## src/rtl/sine_pkg.sv

```systemverilog
// Shared defaults for the DDS sine ROM reader.
package sine_pkg;

    localparam int unsigned PHASE_W   = 32;
    localparam int unsigned ADDR_W    = 12;
    localparam int unsigned DATA_W    = 8;
    localparam int unsigned ROM_LAT   = 2;
    localparam int unsigned DIV_W     = 16;
    localparam int unsigned MID_SCALE = 2 ** (DATA_W - 1);

endpackage

```

## src/rtl/sine_prescaler.sv

```systemverilog
// Sample-rate prescaler: counts 0..div while enabled and flags the terminal cycle.
module sine_prescaler
    import sine_pkg::*;
#(
    parameter int unsigned DIV_W = sine_pkg::DIV_W
) (
    input  logic             clk,
    input  logic             rst_n,
    input  logic             i_en,
    input  logic             i_clr,
    input  logic [DIV_W-1:0] i_div,
    output logic             o_tick_c
);

    logic [DIV_W-1:0] r_cnt;
    logic             w_hit;

    assign w_hit    = (r_cnt == i_div);
    // A clear steals the tick so no address or sample is produced that cycle.
    assign o_tick_c = i_en & ~i_clr & w_hit;

    always_ff @(posedge clk or negedge rst_n) begin
        if (!rst_n) begin
            r_cnt <= '0;
        end else if (!i_en || i_clr || w_hit) begin
            r_cnt <= '0;
        end else begin
            r_cnt <= r_cnt + DIV_W'(1);
        end
    end

endmodule

```

## src/rtl/sine_rom_reader.sv

```systemverilog
// DDS phase accumulator driving the sine ROM address and returning timed samples.
// Optional amplitude scaling stage enabled by SINE_AMP_SCALE_EN.
module sine_rom_reader
    import sine_pkg::*;
#(
    parameter int unsigned PHASE_W = sine_pkg::PHASE_W,
    parameter int unsigned ADDR_W  = sine_pkg::ADDR_W,
    parameter int unsigned DATA_W  = sine_pkg::DATA_W,
    parameter int unsigned ROM_LAT = sine_pkg::ROM_LAT,
    parameter int unsigned DIV_W   = sine_pkg::DIV_W
) (
    input  logic               clk,
    input  logic               rst_n,
    input  logic               en,
    input  logic               phase_clr,
    input  logic [PHASE_W-1:0] ftw,
    input  logic               ftw_load,
    input  logic [ADDR_W-1:0]  phase_ofs,
    input  logic [DIV_W-1:0]   div,
`ifdef SINE_AMP_SCALE_EN
    input  logic [DATA_W-1:0]  amp,
`endif
    input  logic [DATA_W-1:0]  rom_data,
    output logic [ADDR_W-1:0]  rom_addr,
    output logic [DATA_W-1:0]  sample,
    output logic               sample_valid,
    output logic               wrap
);

`ifdef SINE_AMP_SCALE_EN
    localparam int unsigned VP_N = ROM_LAT + 2;
`else
    localparam int unsigned VP_N = ROM_LAT + 1;
`endif

    logic               w_tick;
    logic [PHASE_W:0]   w_sum;
    logic [ADDR_W-1:0]  w_addr;

    logic [PHASE_W-1:0] r_acc;
    logic [PHASE_W-1:0] r_ftw_act;
    logic [PHASE_W-1:0] r_ftw_pend;
    logic               r_pend_flag;
    logic [ADDR_W-1:0]  r_rom_addr;
    logic               r_wrap;
    logic [VP_N-1:0]    r_vpipe;
    logic [DATA_W-1:0]  r_sample;
    logic               r_sample_valid;

    sine_prescaler #(
        .DIV_W (DIV_W)
    ) u_prescaler (
        .clk      (clk),
        .rst_n    (rst_n),
        .i_en     (en),
        .i_clr    (phase_clr),
        .i_div    (div),
        .o_tick_c (w_tick)
    );

    assign w_sum  = {1'b0, r_acc} + {1'b0, r_ftw_act};
    assign w_addr = r_acc[PHASE_W-1 -: ADDR_W] + phase_ofs;

    // Tuning word: direct load when idle, otherwise staged until the next tick.
    always_ff @(posedge clk or negedge rst_n) begin
        if (!rst_n) begin
            r_ftw_act   <= '0;
            r_ftw_pend  <= '0;
            r_pend_flag <= 1'b0;
        end else if (ftw_load && !en) begin
            r_ftw_act   <= ftw;
            r_pend_flag <= 1'b0;
        end else begin
            if (w_tick && r_pend_flag) begin
                r_ftw_act <= r_ftw_pend;
            end
            if (ftw_load) begin
                r_ftw_pend  <= ftw;
                r_pend_flag <= 1'b1;
            end else if (w_tick) begin
                r_pend_flag <= 1'b0;
            end
        end
    end

    // Accumulator and address; the address uses the pre-add phase.
    always_ff @(posedge clk or negedge rst_n) begin
        if (!rst_n) begin
            r_acc      <= '0;
            r_rom_addr <= '0;
            r_wrap     <= 1'b0;
        end else begin
            r_wrap <= w_tick & w_sum[PHASE_W];
            if (phase_clr) begin
                r_acc <= '0;
            end else if (w_tick) begin
                r_acc      <= w_sum[PHASE_W-1:0];
                r_rom_addr <= w_addr;
            end
        end
    end

`ifdef SINE_AMP_SCALE_EN
    logic        [DATA_W-1:0]   r_raw;
    logic signed [DATA_W:0]     w_s;
    logic signed [2*DATA_W+1:0] w_prod;
    logic        [DATA_W-1:0]   w_scaled;

    assign w_s      = $signed({1'b0, r_raw}) - $signed((DATA_W + 1)'(MID_SCALE));
    assign w_prod   = w_s * $signed({1'b0, amp});
    assign w_scaled = DATA_W'(w_prod >>> DATA_W) + DATA_W'(MID_SCALE);
`endif

    // Valid pipe tracks ROM latency; sample captures data as its tick emerges.
    always_ff @(posedge clk or negedge rst_n) begin
        if (!rst_n) begin
            r_vpipe        <= '0;
            r_sample       <= '0;
            r_sample_valid <= 1'b0;
`ifdef SINE_AMP_SCALE_EN
            r_raw          <= '0;
`endif
        end else begin
            r_vpipe        <= {r_vpipe[VP_N-2:0], w_tick};
            r_sample_valid <= r_vpipe[VP_N-1];
`ifdef SINE_AMP_SCALE_EN
            if (r_vpipe[ROM_LAT]) begin
                r_raw <= rom_data;
            end
            if (r_vpipe[ROM_LAT+1]) begin
                r_sample <= w_scaled;
            end
`else
            if (r_vpipe[ROM_LAT]) begin
                r_sample <= rom_data;
            end
`endif
        end
    end

    assign rom_addr     = r_rom_addr;
    assign sample       = r_sample;
    assign sample_valid = r_sample_valid;
    assign wrap         = r_wrap;

endmodule

```

## config.mk

```make
export PLATFORM = sky130hd
export DESIGN_NAME = sine_rom_reader
export DESIGN_NICKNAME = d
export VERILOG_FILES = /design/src/rtl/sine_pkg.sv /design/src/rtl/sine_prescaler.sv /design/src/rtl/sine_rom_reader.sv
export SDC_FILE = /design/constraint.sdc
export NUM_CORES = 1
export LEC_CHECK = 0
export CORE_MARGIN = 8
export CORE_UTILIZATION = 40
export CTS_CLUSTER_DIAMETER = 100
export DETAILED_ROUTE_END_ITERATION = 7
export PLACE_DENSITY = 0.58
export SLEW_MARGIN = 20
export SYNTH_ARGS = -nofsm -noshare
export SYNTH_HDL_FRONTEND = slang
export SYNTH_SLANG_ARGS = --single-unit
```

## constraint.sdc

```tcl
create_clock -name clk -period 5.2 [get_ports clk]
set_input_delay 0.78 -clock clk [delete_from_list [all_inputs] [get_ports clk]]
set_output_delay 0.78 -clock clk [all_outputs]
set_load 0.1 [all_outputs]
```

# Word level (Yosys, flattened, before mapping)
# Cells that the tools add are included.
[word_totals]
elab_cells = 37
inputBits = 73
output_inout_bits = 22
romBits = 0
register_bits = 138
n_memories = 0
latch_bits = 0
mem_bits_rw = 0
[op_classes]
div = 0
reduce_logical = 10
mul = 0
n_bitwise = 5
n_eq_ne = 1
addsub = 3
shift = 0
muxes = 8
order_cmp = 0
[op_table]
columns = ["op", "n"]
rows = [
  ["32-bit two-way mux", 4],
  ["32-bit by 32-bit adder with 33-bit output", 1],
  ["16-bit by 1-bit adder with 16-bit output (second input constant)", 1],
  ["16-bit equality test", 1],
  ["16-bit two-way mux", 1],
  ["12-bit adder", 1],
  ["2-bit AND reduction", 2],
  ["2-bit nonzero test", 2],
  ["1-bit bitwise AND", 3],
  ["1-bit two-way mux", 3],
  ["3-bit nonzero test", 1],
  ["1-bit logical AND", 2],
  ["1-bit logical OR", 2],
  ["1-bit inverter", 2],
  ["1-bit logical NOT", 1],
]

# Depth between registers and ports, before layout
# Gate-level depths: netlist of the first run.
[depth]
word_depth = 6
depth_mapped = 11
depth_no_buf = 11

# Modules after synthesis
# Synthesis of the first run repeated with hierarchy kept, for this count alone.
[unflattened]
cells_unflattened = 777
area_unflattened_um2 = 7898.8
[by_module_without_submodules]
columns = ["mod", "area_per_inst_um2", "instances", "seq_area_each_um2", "cells_each"]
rows = [
  ["sine_rom_reader", 6896.6, 1, 3052.9, 676],
  ["sine_prescaler", 1002.2, 1, 400.4, 101],
]

# Worst setup path after synthesis of the first run
# No wires, ideal clock.
[synth_path]
path_kind = "input -> register"
startpoint = "input phase_ofs[0]"
endpoint = "register r_rom_addr[10] (netlist: rom_addr[10])"
n_path_buf = 0
setup_slack_ns = 2.326
arrival_time_ns = 2.741
cell_stages = 10
setup_time_ns = 0.133
required_ns = 5.067
cell_sequence = "ha_1 fa_1 a21o_1 a21oi_1 o21bai_1 a2111oi_0 nor3_1 a31oi_1 xor2_1 o21ai_0"
[synth_between]
elab_chain_len = 1
[synth_rtl]
columns = ["item", "line_no", "text"]
rows = [
  ["start, declared", "sine_rom_reader.sv:18", "input logic [ADDR_W-1:0] phase_ofs,"],
  ["12-bit adder", "sine_rom_reader.sv:62", "assign w_addr = r_acc[PHASE_W-1 -: ADDR_W] + phase_ofs;"],
  ["end signal, assigned", "sine_rom_reader.sv:98", "r_rom_addr <= w_addr;"],
  ["end, declared", "sine_rom_reader.sv:44", "logic [ADDR_W-1:0] r_rom_addr;"],
]
# Every way passes these cells.
# A chain may end at the register's enable or synchronous reset.

# Final worst setup path of the first run
[layout_path]
startpoint = "register r_acc[0]"
endpoint = "register r_acc[26]"
[layout_between]
elab_chain_len = 3
[layout_rtl]
columns = ["item", "line_no", "text"]
rows = [
  ["start, declared", "sine_rom_reader.sv:40", "logic [PHASE_W-1:0] r_acc;"],
  ["start signal, assigned", "sine_rom_reader.sv:97", "r_acc <= w_sum[PHASE_W-1:0];"],
  ["32-bit by 32-bit adder with 33-bit output", "sine_rom_reader.sv:61", "assign w_sum = {1'b0, r_acc} + {1'b0, r_ftw_act};"],
  ["32-bit two-way mux", "sine_rom_reader.sv:96", "end else if (w_tick) begin"],
  ["32-bit two-way mux", "sine_rom_reader.sv:94", "if (phase_clr) begin"],
]
# Every way passes these cells. The select of a mux whose other input is x is not followed.

==> summary.md, run 1 <==
| Metric | Value |
|---|---|
| Outcome | complete, no violations |
| Initial antenna violation count | 0 |
| Pwr dens | 286 nW/um2 |
| GRT overflow | 0 |
| Count of final setup violators | 0 |
| CP Launch Point | r_acc[0] |
| FP Rows | 51 |
| Largest net degree at the start of global routing | 97 |
| Yosys top cell area share | 44.2% |
| Crit path to | r_acc[26] |
| #FFs+latches synth | 138 |
| Period utilisation layout | 61.9% |
| Final GP Congestion | 0.826 |
| Max_slew headroom | 33.0% |
| Post-synthesis xor/xnor area fraction | 6.95% |
| Reg-to-Reg End | r_acc[26] |
| Cell count after synthesis | 785 |
| Critical path type | reg2reg |
| Worst-path clk slew | 0.06 ns |
| Core area | 19300 um2 |
| Number of global-route vias before repair | 5886 |
| Mux contribution to synthesized area | 10.0% |
| Die Width | 156 um |
| Commonest cells in the netlist | dfrtp_1, o21ai_0, nand2_1 |
| Die height | 156 um |
| Pre-CTS setup slack | 1.24 ns |
| Max Fclk | 311 MHz |
| Seq/Total Area, Yosys | 44.2% |
| Root buf cell | clkbuf_16 |
| Netlist cell types | 58 |
| Clk_lat worst skew | 0.43 ns |
| PortBufs | 94 |
| Post-synth top area cell | dfrtp_1 |
| H-tree depth | 4 |
| CTS-repair resized insts | 0 |
| Post-Synth Adder-Cell Area | 7.56% |
| Number of DRC markers in iteration 0 | 345 |
| Final setup margin | 1.98 ns |
| Starting density of the core | 40.4% |
| CTS tree | done |
| Overall Power | 2.73 mW |
| Max_cap viols | 0 |
| DPL Wire Length | 12700 um |
| Max Root-Sink Buffers | 2 |
| Synth Flop Type | dfrtp_1 |
| Number of nets with antenna violations after routing | 0 |
| CTS buffer count | 17 |
| Via count | 5937 |
| Post-synthesis simple-gate area fraction | 13.7% |
| Hold Path Class | reg2reg |
| DRC | 0 |
| Fillers | 1842 |
| Vias per cell | 5.20 |
| Setup_tns | 0 ns |
| Post-cts hold buffer count | 0 |
| Share of layout cells above drive strength 1 | 10.1% |
| # IOs | 95 |
| Wirelength, routed | 18000 um |
| Pre-Repair DR Iteration Count | 5 |
| EDFF count, synth | 0 |
| Synth area leaders | dfrtp_1, ha_1, mux2_2, o21ai_0, xor2_1 |
| Ys Warns | 0 |
| Net count, final | 984 |
| Crit start category | flip-flop |
| Leak | 4.53 nW |
| Crit. End Element | flip-flop |
| Worst EP arrival | 3.53 ns |
| Layout overhead on the synthesized area | 22.4% |
| Area occupied by multi-input gates | 4160 um2 |
| Worst vdd ir | 0.000235 V |
| Critical-path maximum fanout | 6 |
| Req. time, crit path | 5.51 ns |
| All-Layer GR Usage | 15.5% |
| Layout Cells excl Fill | 1142 |
| Complex-gate fraction of the synthesized area | 15.0% |
| Slew Limit Fails | 0 |
| R2r setup slk | 1.98 ns |
| Worst r2r src | r_acc[0] |
| Largest family of logic cells by synthesized area | compound AO/OA/AOI/OAI gates |
| Mapped Area | 7810 um2 |
| Clk sink count | 138 |
| Avg WL per Cell | 15.8 um |
| Die area | 24200 um2 |
| Global-route wire length before repair | 30400 um |
| Skew final | 0.00832 ns |
| Top-count cell post-synth | dfrtp_1 |
| RSZ-0062 raised after global routing | no |
| Minimum clock period | 3.22 ns |
| Register area | 3450 um2 |
| Worst-Margin Slew | 1.00 ns |
| ANT cells | 0 |
| Final Hold Violating Endpoints | 0 |
| Post-Place Cells | 1111 |
| Post-Syn Area per Cell | 9.95 um2 |
| Post-synth ARST share | 100% |
| Post-CTS Setup Inserts | 0 |
| R2R depth | 11 |
| Syn nets | 904 |
==> critical path, cell delays in order (launching register included) <==
cell and delay, ns:
dfrtp_1 0.36, ha_1 0.19, inv_1 0.06, fa_1 0.39, nand2b_1 0.17, a21oi_1 0.14, o21ai_0 0.15, and4_1 0.30
or4b_2 0.74, a21oi_1 0.25, o21ai_0 0.11, a32o_1 0.27
==> per-layer routing <==
layer | part of all wire (%) | wire [um] | up-vias | global-route usage (%)
met4 | 1.4 | 249 | 0 | 5.27
li1 | - | - | 2999 | -
met1 | 51 | 9220 | 2812 | 21.6
met2 | 43 | 7810 | 109 | 23.6
met3 | 4.0 | 723 | 17 | 3.30
met5 | 0 | 0 | - | 0
==> metrics by stage <==
step	utilization (%)	area, um2	hold WS [ns]
after floorplan	-	7810	0.331
after global placement	46.3	8960	0.335
after detailed placement	46.3	8960	0.339
after CTS	49.4	9560	0.351
after global routing	49.5	9560	0.358
final	49.5	9560	0.348
==> state kept, by name, summed over array words and instances, names as in the netlist <==
signal and flops:
r_acc 32, r_ftw_act 32, r_ftw_pend 32, r_pend_flag 1, r_vpipe 3, rom_addr 12
sample 8, sample_valid 1, u_prescaler.r_cnt 16, wrap 1
==> worst min-delay path by stage <==
stage	start	end	cells past startpoint
floorplan	r_vpipe[0]	r_vpipe[1]	0
global placement	r_vpipe[1]	r_vpipe[2]	0
detailed placement	r_vpipe[1]	r_vpipe[2]	0
CTS	r_vpipe[0]	r_vpipe[1]	0
global route	r_vpipe[0]	r_vpipe[1]	0
finish	r_vpipe[0]	r_vpipe[1]	0
==> kinds of logic after synthesis <==
| logic type | Yosys count |
|---|---|
| buffers and inverters | 49 |
| AOI/OAI and AO/OA | 189 |
| and+or+nand+nor | 228 |
| xor gates and xnor gates | 62 |
| muxes | 73 |
| adders and majority gates | 46 |
| DFF | 138 |
==> power breakdown <==
| part | internal [mW] | switching [mW] |
|---|---|---|
| clock | 0.752 | 0.484 |
| sequential | 1.14 | 0.0435 |
| combinational | 0.155 | 0.156 |
==> cell type report <==
type                    instances  area share, %
clock buffers                  17           4.45
clock inverters                14           1.81
inverters                      12          0.471
multi-input cells             598           43.5
flip-flops and latches        138           36.1
well taps                     265           3.47
repair buffers                 98           10.2
==> cell usage in the layout (no fill, tap or decap), drive strengths merged, types with 3 or more instances in the layout <==
| cell | synthesis | layout |
|---|---|---|
| clkbuf | 22 | 17 |
| a211oi | 6 | 6 |
| mux2 | 40 | 40 |
| a21o | 29 | 29 |
| mux2i | 33 | 33 |
| nand2b | 7 | 7 |
| dfrtp | 138 | 138 |
| clkdlybuf4s50 | 0 | 93 |
| ha | 44 | 44 |
| nor2b | 3 | 3 |
| inv | 11 | 13 |
| or4 | 3 | 3 |
| nor2 | 42 | 42 |
| o21ai | 87 | 87 |
| and3 | 9 | 9 |
| a21oi | 28 | 28 |
| a31oi | 4 | 4 |
| a311oi | 3 | 3 |
| o31ai | 3 | 3 |
| bufinv | 0 | 3 |
| nor4 | 6 | 6 |
| nand4 | 7 | 7 |
| nand3 | 43 | 43 |
| xor2 | 38 | 38 |
| o21a | 3 | 3 |
| clkinv | 1 | 5 |
| xnor2 | 24 | 24 |
| buf | 15 | 5 |
| o21bai | 3 | 3 |
| nand2 | 85 | 85 |
| a2111oi | 4 | 4 |
| nor3 | 11 | 11 |
| a31o | 4 | 4 |
| clkinvlp | 0 | 5 |
| or3 | 3 | 3 |
Note: power is estimated with default switching activity, not from simulation.
==> run 2: changes to the inputs <==
- PLACE_DENSITY: 0.58 -> 0.6
- clock period: 5.2 -> 2.6 ns (I/O delays scaled with it)
==> summary.md, run 2 (synthesis gave the netlist of run 1 again) <==
| Metric | Value |
|---|---|
| Outcome | finished with violations |
| Failing checks | negative setup slack |
| Max_cap viols | 0 (unchanged) |
| Number of nets with antenna violations after routing | 0 (unchanged) |
| RSZ-0062 raised after global routing | yes |
| R2R depth | 12 (+1) |
| Req. time, crit path | 2.93 ns (-2.58 ns) |
| Skew final | 0.00846 ns (+0.000146 ns) |
| Layout overhead on the synthesized area | 31.5% |
| Die height | 156 um (unchanged) |
| Final Hold Violating Endpoints | 0 (unchanged) |
| Initial antenna violation count | 0 (unchanged) |
| Via count | 6216 (+4.7%) |
| Starting density of the core | 40.4% (unchanged) |
| Hold Path Stages | 0 (unchanged) |
| Crit. End Element | flip-flop |
| Worst Hold Path EP | r_vpipe[2] |
| Number of DRC markers in iteration 0 | 243 (-30%) |
| Hold path start | r_vpipe[1] |
| Hold Slack | 0.353 ns (+0.00540 ns) |
| DPL Wire Length | 13700 um (+7.5%) |
| Final setup margin | -0.0440 ns (-2.03 ns) |
| Worst-Margin Slew | 0.575 ns (-0.427 ns) |
| Die Width | 156 um (unchanged) |
| Worst vdd ir | 0.000456 V (+94%) |
| Vias per cell | 5.10 (-1.8%) |
| Minimum clock period | 2.64 ns (-0.572 ns) |
| Period utilisation layout | 102% (+40 points) |
| Count of final setup violators | 2 (+2) |
| Cell area after layout | 10300 um2 (+7.4%) |
| Overall Power | 5.50 mW (+100%) |
| Clk_lat worst skew | 0.42 ns (about the same) |
| # IOs | 95 (unchanged) |
| ANT cells | 0 (unchanged) |
| Max Fclk | 378 MHz (+22%) |
| CTS tree | done |
| Clk sink count | 138 (unchanged) |
| PortBufs | 94 (unchanged) |
| Avg WL per Cell | 15.2 um (-3.6%) |
| Root buf cell | clkbuf_16 |
| Critical path type | reg2reg |
| H-tree depth | 4 (unchanged) |
| Die area | 24200 um2 (unchanged) |
| Cell Area, Placed | 9480 um2 (+5.8%) |
| DRC | 0 (unchanged) |
| Largest regs | r_acc (32), r_ftw_act (32), r_ftw_pend (32) |
| Worst EP arrival | 2.97 ns (-0.56 ns) |
| Core area | 19300 um2 (unchanged) |
| Critical-path maximum fanout | 4 (-2) |
| Pre-Repair DR Iteration Count | 5 (unchanged) |
| GRT overflow | 0 (unchanged) |
| Pwr dens | 536 nW/um2 (+87%) |
| Slew Limit Fails | 0 (unchanged) |
| R2r setup slk | -0.04 ns (-2.03 ns) |
| Wirelength, routed | 18500 um (+2.8%) |
| FP Rows | 51 (unchanged) |
| Final GP Congestion | 0.851 (+3.1%) |
| Max_slew headroom | 61.7% (+29 points) |
| Worst-path clk slew | 0.06 ns (about the same) |
| Reg-to-Reg End | wrap |
| Net count, final | 1059 (+7.6%) |
| Worst r2r src | r_ftw_act[0] |
| Share of layout cells above drive strength 1 | 22.2% (+12 points) |
| Leak | 4.98 nW (+10%) |
| Commonest non-fill, non-tap cell in the layout | dfrtp_1 |
| Crit start category | flip-flop |
| Hold Path Class | reg2reg |
| Largest net degree at the start of global routing | 62 (-36%) |
| All-Layer GR Usage | 15.9% (+0.32 points) |
| Commonest cells after routing, fill and taps aside | dfrtp_1, buf_4, nand2_1, o21ai_0, clkdlybuf4s50_1 |
| CTS buffer count | 17 (unchanged) |
| Max Root-Sink Buffers | 2 (unchanged) |
| Global-route wire length before repair | 31100 um (+2.3%) |
| Utilization after layout | 53.1% (+3.7 points) |
| Number of global-route vias before repair | 6287 (+6.8%) |
[run 2: worst max path at each step]
| stage | slack [ns] | startpoint | cells after the start | to |
|---|---|---|---|---|
| finish | -0.04 | r_ftw_act[0] | 12 | wrap |
| global route | -0.19 | r_ftw_act[0] | 12 | r_acc[20] |
| CTS | -0.06 | r_ftw_act[0] | 11 | r_acc[26] |
| detailed placement | -0.41 | phase_ofs[1] | 10 | rom_addr[11] |
| global placement | -0.40 | phase_ofs[0] | 11 | rom_addr[10] |
| floorplan | -0.03 | r_ftw_act[13] | 10 | r_acc[30] |
[run 2: cell type report]
cell class	instances	area, um2
inverter	12	45.0
fill	1798	9060
multi-input combinational	598	4320
sequential	138	3450
timing repair buffer	173	1520
clock inverter	13	143
tap	265	332
clock buffer	19	453
[run 2: report_power, final]
part	switching, mW	leakage, nW	internal (mW)	total [mW]
Combinational	0.338	2.90	0.366	0.704
Clock	0.959	0.278	1.47	2.43
Sequential	0.0843	1.80	2.29	2.37
Total	1.38	4.98	4.12	5.50
[run 2: what timing repair did]
item | 4_1_cts | 5_1_grt
endpoints found under the hold margin | 58 | 0
endpoints found under the setup margin | 12 | 42
hold buffers | 1 | 0
buffers inserted | 3 | 0
pin swaps | 9 | 18
resized for setup | 14 | 26
gates cloned | 0 | 0
[run 2: critical path, cell delays in order, from the launching register on]
cell and delay, ns:
dfrtp_1 0.36, ha_2 0.20, inv_2 0.04, fa_2 0.34, nand2b_4 0.16, a21oi_4 0.12, o21ai_2 0.08, a21o_1 0.22
a2111oi_4 0.29, buf_4 0.16, o31a_1 0.21, o211ai_1 0.13, a211oi_1 0.23
[run 2: per-layer routing]
metal,share of wire [%],global-route usage (%),vias up
li1,-,-,3136
met1,50,21.7,2943
met2,45,24.5,120
met3,4.2,3.88,17
met4,1.0,4.30,0
met5,0,0,-
[run 2: through the flow]
stage                     setup TNS [ns]  setup slack, ns  std cells
after floorplan                  -0.0364          -0.0281        785
after global placement            -10.10           -0.398       1182
after detailed placement          -14.44           -0.409       1182
after CTS                         -0.176          -0.0603       1218
after global routing              -0.977           -0.192       1218
final                            -0.0469          -0.0440       1218
